[config.mk]
export PLATFORM = sky130hd
export DESIGN_NAME = id_imm_ctrl
export DESIGN_NICKNAME = d
export VERILOG_FILES = /design/src/rtl/id_imm_ctrl.sv
export SDC_FILE = /design/constraint.sdc
export NUM_CORES = 1
export LEC_CHECK = 0
export BUFFER_PORTS_ARGS = -buffer_cell sky130_fd_sc_hd__buf_2
export CORE_MARGIN = 1
export CORE_UTILIZATION = 56
export DETAILED_ROUTE_END_ITERATION = 12
export PLACE_DENSITY = 0.86
export SKIP_LAST_GASP = 1
export SYNTH_ARGS = -nofsm -noshare
export SYNTH_HDL_FRONTEND = slang
export SYNTH_SLANG_ARGS = --single-unit
[constraint.sdc]
create_clock -name clk -period 4.6 [get_ports clk]
set_input_delay 0.69 -clock clk [delete_from_list [all_inputs] [get_ports clk]]
set_output_delay 0.69 -clock clk [all_outputs]
set_load 0.05 [all_outputs]
[src/rtl/id_imm_ctrl.sv]
// id_imm_ctrl: two-entry skid buffer between instruction fetch and decode.
// Each accepted instruction is stored with its decoded immediate type. The
// presented (main) entry drives a single ImmGen instance, so the immediate is
// available combinationally alongside id_valid.
// if_ready comes straight from a register, so id_ready has no combinational
// path back to the fetch side.
// Optional feature macro: IMM_CSR_IMM_EN. When it is defined, CSR immediate
// forms (opcode 1110011 with inst[14]=1) decode to CSR_IMM.

package CorePack;
  typedef enum logic [2:0] {
    IMM0    = 3'd0,
    I_IMM   = 3'd1,
    S_IMM   = 3'd2,
    B_IMM   = 3'd3,
    U_IMM   = 3'd4,
    UJ_IMM  = 3'd5,
    CSR_IMM = 3'd6
  } imm_op_enum;
endpackage

// ImmGen: expands the immediate field of an RV64 instruction for the given type.
module ImmGen (
  input  logic [31:0]          inst,
  input  CorePack::imm_op_enum imm_op,
  output logic [63:0]          imm
);
  import CorePack::*;

  // Select and sign-extend the immediate bits for each instruction format.
  always_comb begin
    imm = '0;
    case (imm_op)
      I_IMM:   imm = {{52{inst[31]}}, inst[31:20]};
      S_IMM:   imm = {{52{inst[31]}}, inst[31:25], inst[11:7]};
      B_IMM:   imm = {{51{inst[31]}}, inst[31], inst[7], inst[30:25], inst[11:8], 1'b0};
      U_IMM:   imm = {{32{inst[31]}}, inst[31:12], 12'b0};
      UJ_IMM:  imm = {{43{inst[31]}}, inst[31], inst[19:12], inst[20], inst[30:21], 1'b0};
      CSR_IMM: imm = {59'b0, inst[19:15]};
      default: imm = '0;
    endcase
  end
endmodule

module id_imm_ctrl (
  input  logic                 clk,
  input  logic                 rstn,
  input  logic                 if_valid,
  input  logic [31:0]          if_inst,
  input  logic [63:0]          if_pc,
  output logic                 if_ready,
  input  logic                 flush,
  output logic                 id_valid,
  input  logic                 id_ready,
  output logic [31:0]          id_inst,
  output logic [63:0]          id_pc,
  output CorePack::imm_op_enum id_imm_op,
  output logic [63:0]          id_imm
);
  import CorePack::*;

  typedef enum logic [1:0] {
    EMPTY = 2'd0,
    ONE   = 2'd1,
    FULL  = 2'd2
  } state_t;

  state_t     state;
  logic       id_valid_q;
  logic       if_ready_q;

  logic [31:0] main_inst;
  logic [63:0] main_pc;
  imm_op_enum  main_op;
  logic [31:0] skid_inst;
  logic [63:0] skid_pc;
  imm_op_enum  skid_op;

  imm_op_enum  in_op;
  logic        in_xfer;
  logic        out_xfer;

  assign in_xfer  = if_valid && if_ready_q;
  assign out_xfer = id_valid_q && id_ready;

  // Decode the immediate type of the incoming instruction from its opcode.
  always_comb begin
    in_op = IMM0;
    case (if_inst[6:0])
      7'b0010011, 7'b0000011, 7'b1100111, 7'b0011011: in_op = I_IMM;
      7'b0100011: in_op = S_IMM;
      7'b1100011: in_op = B_IMM;
      7'b0110111, 7'b0010111: in_op = U_IMM;
      7'b1101111: in_op = UJ_IMM;
`ifdef IMM_CSR_IMM_EN
      7'b1110011: in_op = if_inst[14] ? CSR_IMM : IMM0;
`else
      7'b1110011: in_op = IMM0;
`endif
      default: in_op = IMM0;
    endcase
  end

  // Buffer state machine: main entry is what is presented, skid catches one extra.
  always_ff @(posedge clk or negedge rstn) begin
    if (!rstn) begin
      state      <= EMPTY;
      id_valid_q <= 1'b0;
      if_ready_q <= 1'b1;
      main_inst  <= '0;
      main_pc    <= '0;
      main_op    <= IMM0;
      skid_inst  <= '0;
      skid_pc    <= '0;
      skid_op    <= IMM0;
    end else if (flush) begin
      state      <= EMPTY;
      id_valid_q <= 1'b0;
      if_ready_q <= 1'b1;
      main_inst  <= '0;
      main_pc    <= '0;
      main_op    <= IMM0;
      skid_inst  <= '0;
      skid_pc    <= '0;
      skid_op    <= IMM0;
    end else begin
      case (state)
        EMPTY: begin
          if (in_xfer) begin
            main_inst  <= if_inst;
            main_pc    <= if_pc;
            main_op    <= in_op;
            id_valid_q <= 1'b1;
            state      <= ONE;
          end
        end
        ONE: begin
          if (in_xfer && out_xfer) begin
            main_inst <= if_inst;
            main_pc   <= if_pc;
            main_op   <= in_op;
          end else if (in_xfer) begin
            skid_inst  <= if_inst;
            skid_pc    <= if_pc;
            skid_op    <= in_op;
            if_ready_q <= 1'b0;
            state      <= FULL;
          end else if (out_xfer) begin
            main_inst  <= '0;
            main_pc    <= '0;
            main_op    <= IMM0;
            id_valid_q <= 1'b0;
            state      <= EMPTY;
          end
        end
        FULL: begin
          if (out_xfer) begin
            main_inst  <= skid_inst;
            main_pc    <= skid_pc;
            main_op    <= skid_op;
            skid_inst  <= '0;
            skid_pc    <= '0;
            skid_op    <= IMM0;
            if_ready_q <= 1'b1;
            state      <= ONE;
          end
        end
        default: begin
          state      <= EMPTY;
          id_valid_q <= 1'b0;
          if_ready_q <= 1'b1;
        end
      endcase
    end
  end

  assign if_ready  = if_ready_q;
  assign id_valid  = id_valid_q;
  assign id_inst   = main_inst;
  assign id_pc     = main_pc;
  assign id_imm_op = main_op;

  ImmGen u_imm_gen (
    .inst   (main_inst),
    .imm_op (main_op),
    .imm    (id_imm)
  );
endmodule
* Word-level counts from Yosys, hierarchy flattened
Cells that the tools add are included.
** Word-level totals
- Register bits :: 202
- Latch bits :: 0
- RAM bits :: 0
- ROM bits :: 0
- Output and inout port bits :: 165
- Word-level logic and storage cells :: 100
- Memories kept :: 0
** Cells by class
- Add/subtract/negate cells :: 0
- Multiply operators :: 0
- Div/mod/pow operators :: 0
- Magnitude comparators :: 0
- Equality and inequality tests :: 28
- Shifts and indexed selects :: 0
- Muxes and demuxes :: 50
- Bitwise logic cells :: 0
- Reductions and logical operators :: 13
** Operators by type and width (number)
- two-way mux 64 bit :: 8
- case mux 64 bit (6 select lines) :: 1
- two-way mux 32 bit :: 8
- case mux 64 bit (3 select lines) :: 1
- case mux 64 bit (2 select lines) :: 1
- case mux 32 bit (3 select lines) :: 1
- case mux 32 bit (2 select lines) :: 1
- two-way mux 3 bit :: 8
- == test 7 x 5 -> 1 bit, second input constant :: 3
- == test 7 bit, second input constant :: 3
- inequality test 3 bit, second input constant :: 6
- case mux 3 bit (5 select lines) :: 1
- == test 7 x 6 -> 1 bit, second input constant :: 2
- two-way mux 2 bit :: 6
- inequality test 4 bit, second input constant :: 3
- AND reduction 4 bit :: 3
- AND reduction 5 bit :: 2
- == test 3 bit, second input constant :: 3
- two-way mux 1 bit :: 9
- case mux 3 bit (3 select lines) :: 1
- == test 7 x 2 -> 1 bit, second input constant :: 1
- == test 3 x 2 -> 1 bit, second input constant :: 2
- case mux 1 bit (3 select lines) :: 2
- case mux 2 bit (3 select lines) :: 1
- 11 further kinds :: 14

* Logic depth before layout (Yosys ltp)
- Depth in word-level cells :: 7
- Depth in mapped cells :: 10
- Depth with buffers taken out :: 6

* By module
From an unflattened synthesis, not the netlist that was laid out.
** Second synthesis, totals
- Cell total of the unflattened synthesis :: 712
- Area total of the unflattened synthesis :: 8876.0 µm²
** By module, submodules not included
- id_imm_ctrl :: times used 1, cells an instance 606, area an instance 8190.4 µm², seq. area each 5056.1 µm²
- ImmGen :: times used 1, cells an instance 106, area an instance 685.7 µm², seq. area each 0.0 µm²

* Least setup slack after synthesis
No wires, ideal clock.
- Path kind :: register to output
- Start point :: register main_op[2] (netlist: id_imm_op[2])
- End point :: output id_imm[32]
- Arrival time :: 3.269 ns
- Data required time :: 3.910 ns
- Path slack :: 0.641 ns
- Cell stages (with the launch flop) :: 6
- Buffers on the path :: 3
- Path through :: dfrtp_1 clkbuf_1 clkbuf_1 nor3_1 nor2_1 buf_4
** Between the ends
- Longest elaborated chain between the ends :: 2
** RTL lines
- start: declaration :: RTL line 74 : imm_op_enum main_op;
- start signal: assignment :: RTL line 132 : main_op <= in_op;
- start signal: assignment :: RTL line 141 : main_op <= in_op;
- start signal: assignment :: RTL line 160 : main_op <= skid_op;
- == test 3 bit, or another cell as far along :: RTL line 33 : case (imm_op)
- case mux 64 bit (6 select lines) (*) :: RTL line 33
- end: declaration :: RTL line 58 : output logic [63:0] id_imm
Mark *: on every way between the ends. The rest lies on a longest branch, timed or not.

* Worst setup path after layout
- Start point :: register main_op[1] (netlist: id_imm_op[1])
- End point :: output id_imm[25]
The elaborated chain is that of the path after synthesis.

==> impl_metrics.tcl <==
set metrics [dict create \
    relSlewSlack_pct 28.8 \
    fmax_mhz 302 \
    cp_cell_sequence "nor2_1, a21oi_1, and2_1, a21o_1, buf_2" \
    critPathTopFamily "flip-flops" \
    postCtsResizedCells 0 \
    end_kind "output port" \
    clock_latency_ps 510 \
    worst_pin_slew_ps 1070 \
    die_w_microns 128 \
    finalNetCount 1021 \
    synth_edf_count 0 \
    cts_buffer_depth 3 \
    grt_pass1_wl_microns 35900 \
    async_flop_share_pct 100 \
    dieArea_sq_um 16300 \
    globalRouteOverflowTotal 0 \
    ys_ff_latch 202 \
    cts_tree "built" \
    cp_max_fo 15 \
    ctsRootBufferMaster "clkbuf_16" \
    cap_violations 0 \
    cts.sinks 202 \
    critPathArrivalTime_ps 2620 \
    status "completed" \
    place_inst 1103 \
    drc 0 \
    drv_slew 0 \
    worstHoldPathType "in -> async" \
    synth_cell_types 41 \
    first_global_vias 6545 \
    synth_nets 812 \
    period_minus_slack_ps 3310 \
    slowest_stage "dfrtp_1" \
    vias 6856 \
    grt_max_degree 133 \
    synth_area_sq_um 8820 \
    postCtsHoldBufs 0 \
    drive_gt1_share_pct 34.4 \
    grt_usage_pct 28.1 \
    finalCritPeriodShare_pct 71.9 \
    portBuffers 265 \
    finalHoldViolations 0 \
    ys.flop_type "dfrtp_1" \
    totalWireLength_microns 22600 \
    gp_congestion 0.829 \
    ys_seq_area_share_pct 57.3 \
    io_pins 266 \
    ys_top_cells_by_area "dfrtp_1, a221o_1, a22o_1, and2_1, buf_4" \
    postSynthAreaPerCell_sq_um 12.5 \
    required_ps 3910 \
    antenna_found_initial 1 \
    reg2reg_slack_ps 1730 \
    tns_ps 0 \
    synth_warnings 0 \
    clkTransAtPathRegs_ps 60 \
    fillers 1104 \
    cts_setup_buffers 0 \
    irDropWorstVdd_mv 0.450 \
    syn_to_final_growth_pct 21.6 \
    initial_utilization_pct 57.6 \
    critPathKind "reg -> out" \
    clock_skew_ps 21.5 \
    core_sq_um 15300 \
    crit_path_start_kind "flop" \
    cts_made_buffers 22 \
    drt_iter0_markers 536 \
    cpPeakStageDelay_ps 680 \
    leakage_uw 0.00585 \
    synthDominantCellAreaShare_pct 57.0 \
    rsz0062_at_grt "no" \
    rr_worst_depth 7 \
    routed_via_density 6.01 \
    critPathBufInv 1 \
    rows 45 \
    drt_pass1_iterations 5 \
    synthCells 707 \
    drtAntennaViolNets 0 \
    power_density_nw_per_um2 592 \
    h-tree-depth 1 \
    setup-violations-final 0 \
    r2r_end "id_pc[49]" \
    detailed_place_hpwl_microns 14300 \
    yosysTopAreaCell "dfrtp_1" \
    die_h_microns 128 \
    r2r_start "state[0]" \
    instances_no_fill 1140 \
    wl_per_cell_microns 19.8 \
]
## Yosys cell counts, types with 2 or more instances
cell type	instances
o21ai_0	5
inv_1	7
nor3b_1	3
a21oi_1	9
nand3_1	5
buf_6	3
a21o_1	19
nor3_1	4
a221o_1	99
buf_2	13
ha_1	4
and2_1	108
buf_4	36
nor2_1	6
o22ai_1	2
clkbuf_1	39
nand2b_1	3
nand2_1	13
dfrtp_1	201
nor2b_1	5
a22o_1	103
## placed cells by master (no fill, tap or decap), types with 7 or more instances in the layout
cell and instances:
clkbuf_16 22, inv_1 7, dfrtp_1 201, buf_4 10, a21o_1 19, and2_1 107
a21oi_1 9, buf_2 264, a22o_1 103, nand2_1 13, a221o_1 99
## through the flow
step                      hold slack, ps  power [uW]  util (%)  worst slack, ps  instance area (sq um)
final                                297        6350      70.0             1290                  10700
after global routing                 413        6600      70.0             1110                  10700
after CTS                            384        6390      70.0             1280                  10700
after detailed placement             482        4710      65.6             1760                  10000
after global placement               479        4670      65.6             1830                  10000
after floorplan                      394        4070         -              641                   8820
## area by class of cell
| cell class | instances | area (sq um) | area share [%] |
|---|---|---|---|
| Timing Repair Buffer | 277 | 1450 | 13.5 |
| Multi-Input combinational cell | 406 | 3250 | 30.3 |
| Antenna cell | 1 | 2.50 | 0.0233 |
| Clock inverter | 6 | 50.0 | 0.467 |
| Inverter | 7 | 26.3 | 0.245 |
| Clock buffer | 30 | 631 | 5.88 |
| Sequential cell | 202 | 5060 | 47.1 |
| Tap cell | 211 | 264 | 2.46 |
## sequential cells by signal, indices dropped and copies added (netlist names)
signal	count
id_pc	64
skid_pc	64
id_inst	32
skid_inst	32
id_imm_op	3
skid_op	3
state	2
id_valid	1
if_ready	1
## kinds of logic (layout without fill, tap and decap cells)
kind of cell	after synthesis	after routing	synth area share (%)
compound gates	246	246	25.2
xor+xnor	2	2	0.199
fa+ha+maj	4	4	0.567
buf+inv	99	320	6.20
flops	202	202	57.3
mux	2	2	0.241
other cells	0	1	0
simple gates	152	152	10.3
## power breakdown
| part | internal, uW | switching, uW |
|---|---|---|
| Combinational | 610 | 1640 |
| Clock | 960 | 695 |
| Sequential | 2160 | 278 |
| Total | 3730 | 2610 |
## how the worst max path moves through the flow
stage	start	endpoint	slack, ps	depth (start not counted)
6_report	id_imm_op[1]	id_imm[25]	1290	5
5_1_grt	id_imm_op[1]	id_imm[28]	1110	5
4_1_cts	id_imm_op[1]	id_imm[25]	1280	5
3_5_place_dp	state[0]	id_pc[49]	1760	7
3_3_place_gp	id_imm_op[1]	id_imm[30]	1830	5
2_1_floorplan	id_imm_op[2]	id_imm[32]	640	5
## routing by layer
layer	GRT usage [%]	wire length, microns	vias to the layer above	share of wire, %
met3	6.11	1590	46	7.1
li1	-	-	3068	-
met5	0	0	-	0
met1	39.0	9760	3420	43
met4	9.80	728	0	3.2
met2	43.9	10500	322	46
No activity file was read; power rests on OpenSTA's default activity.
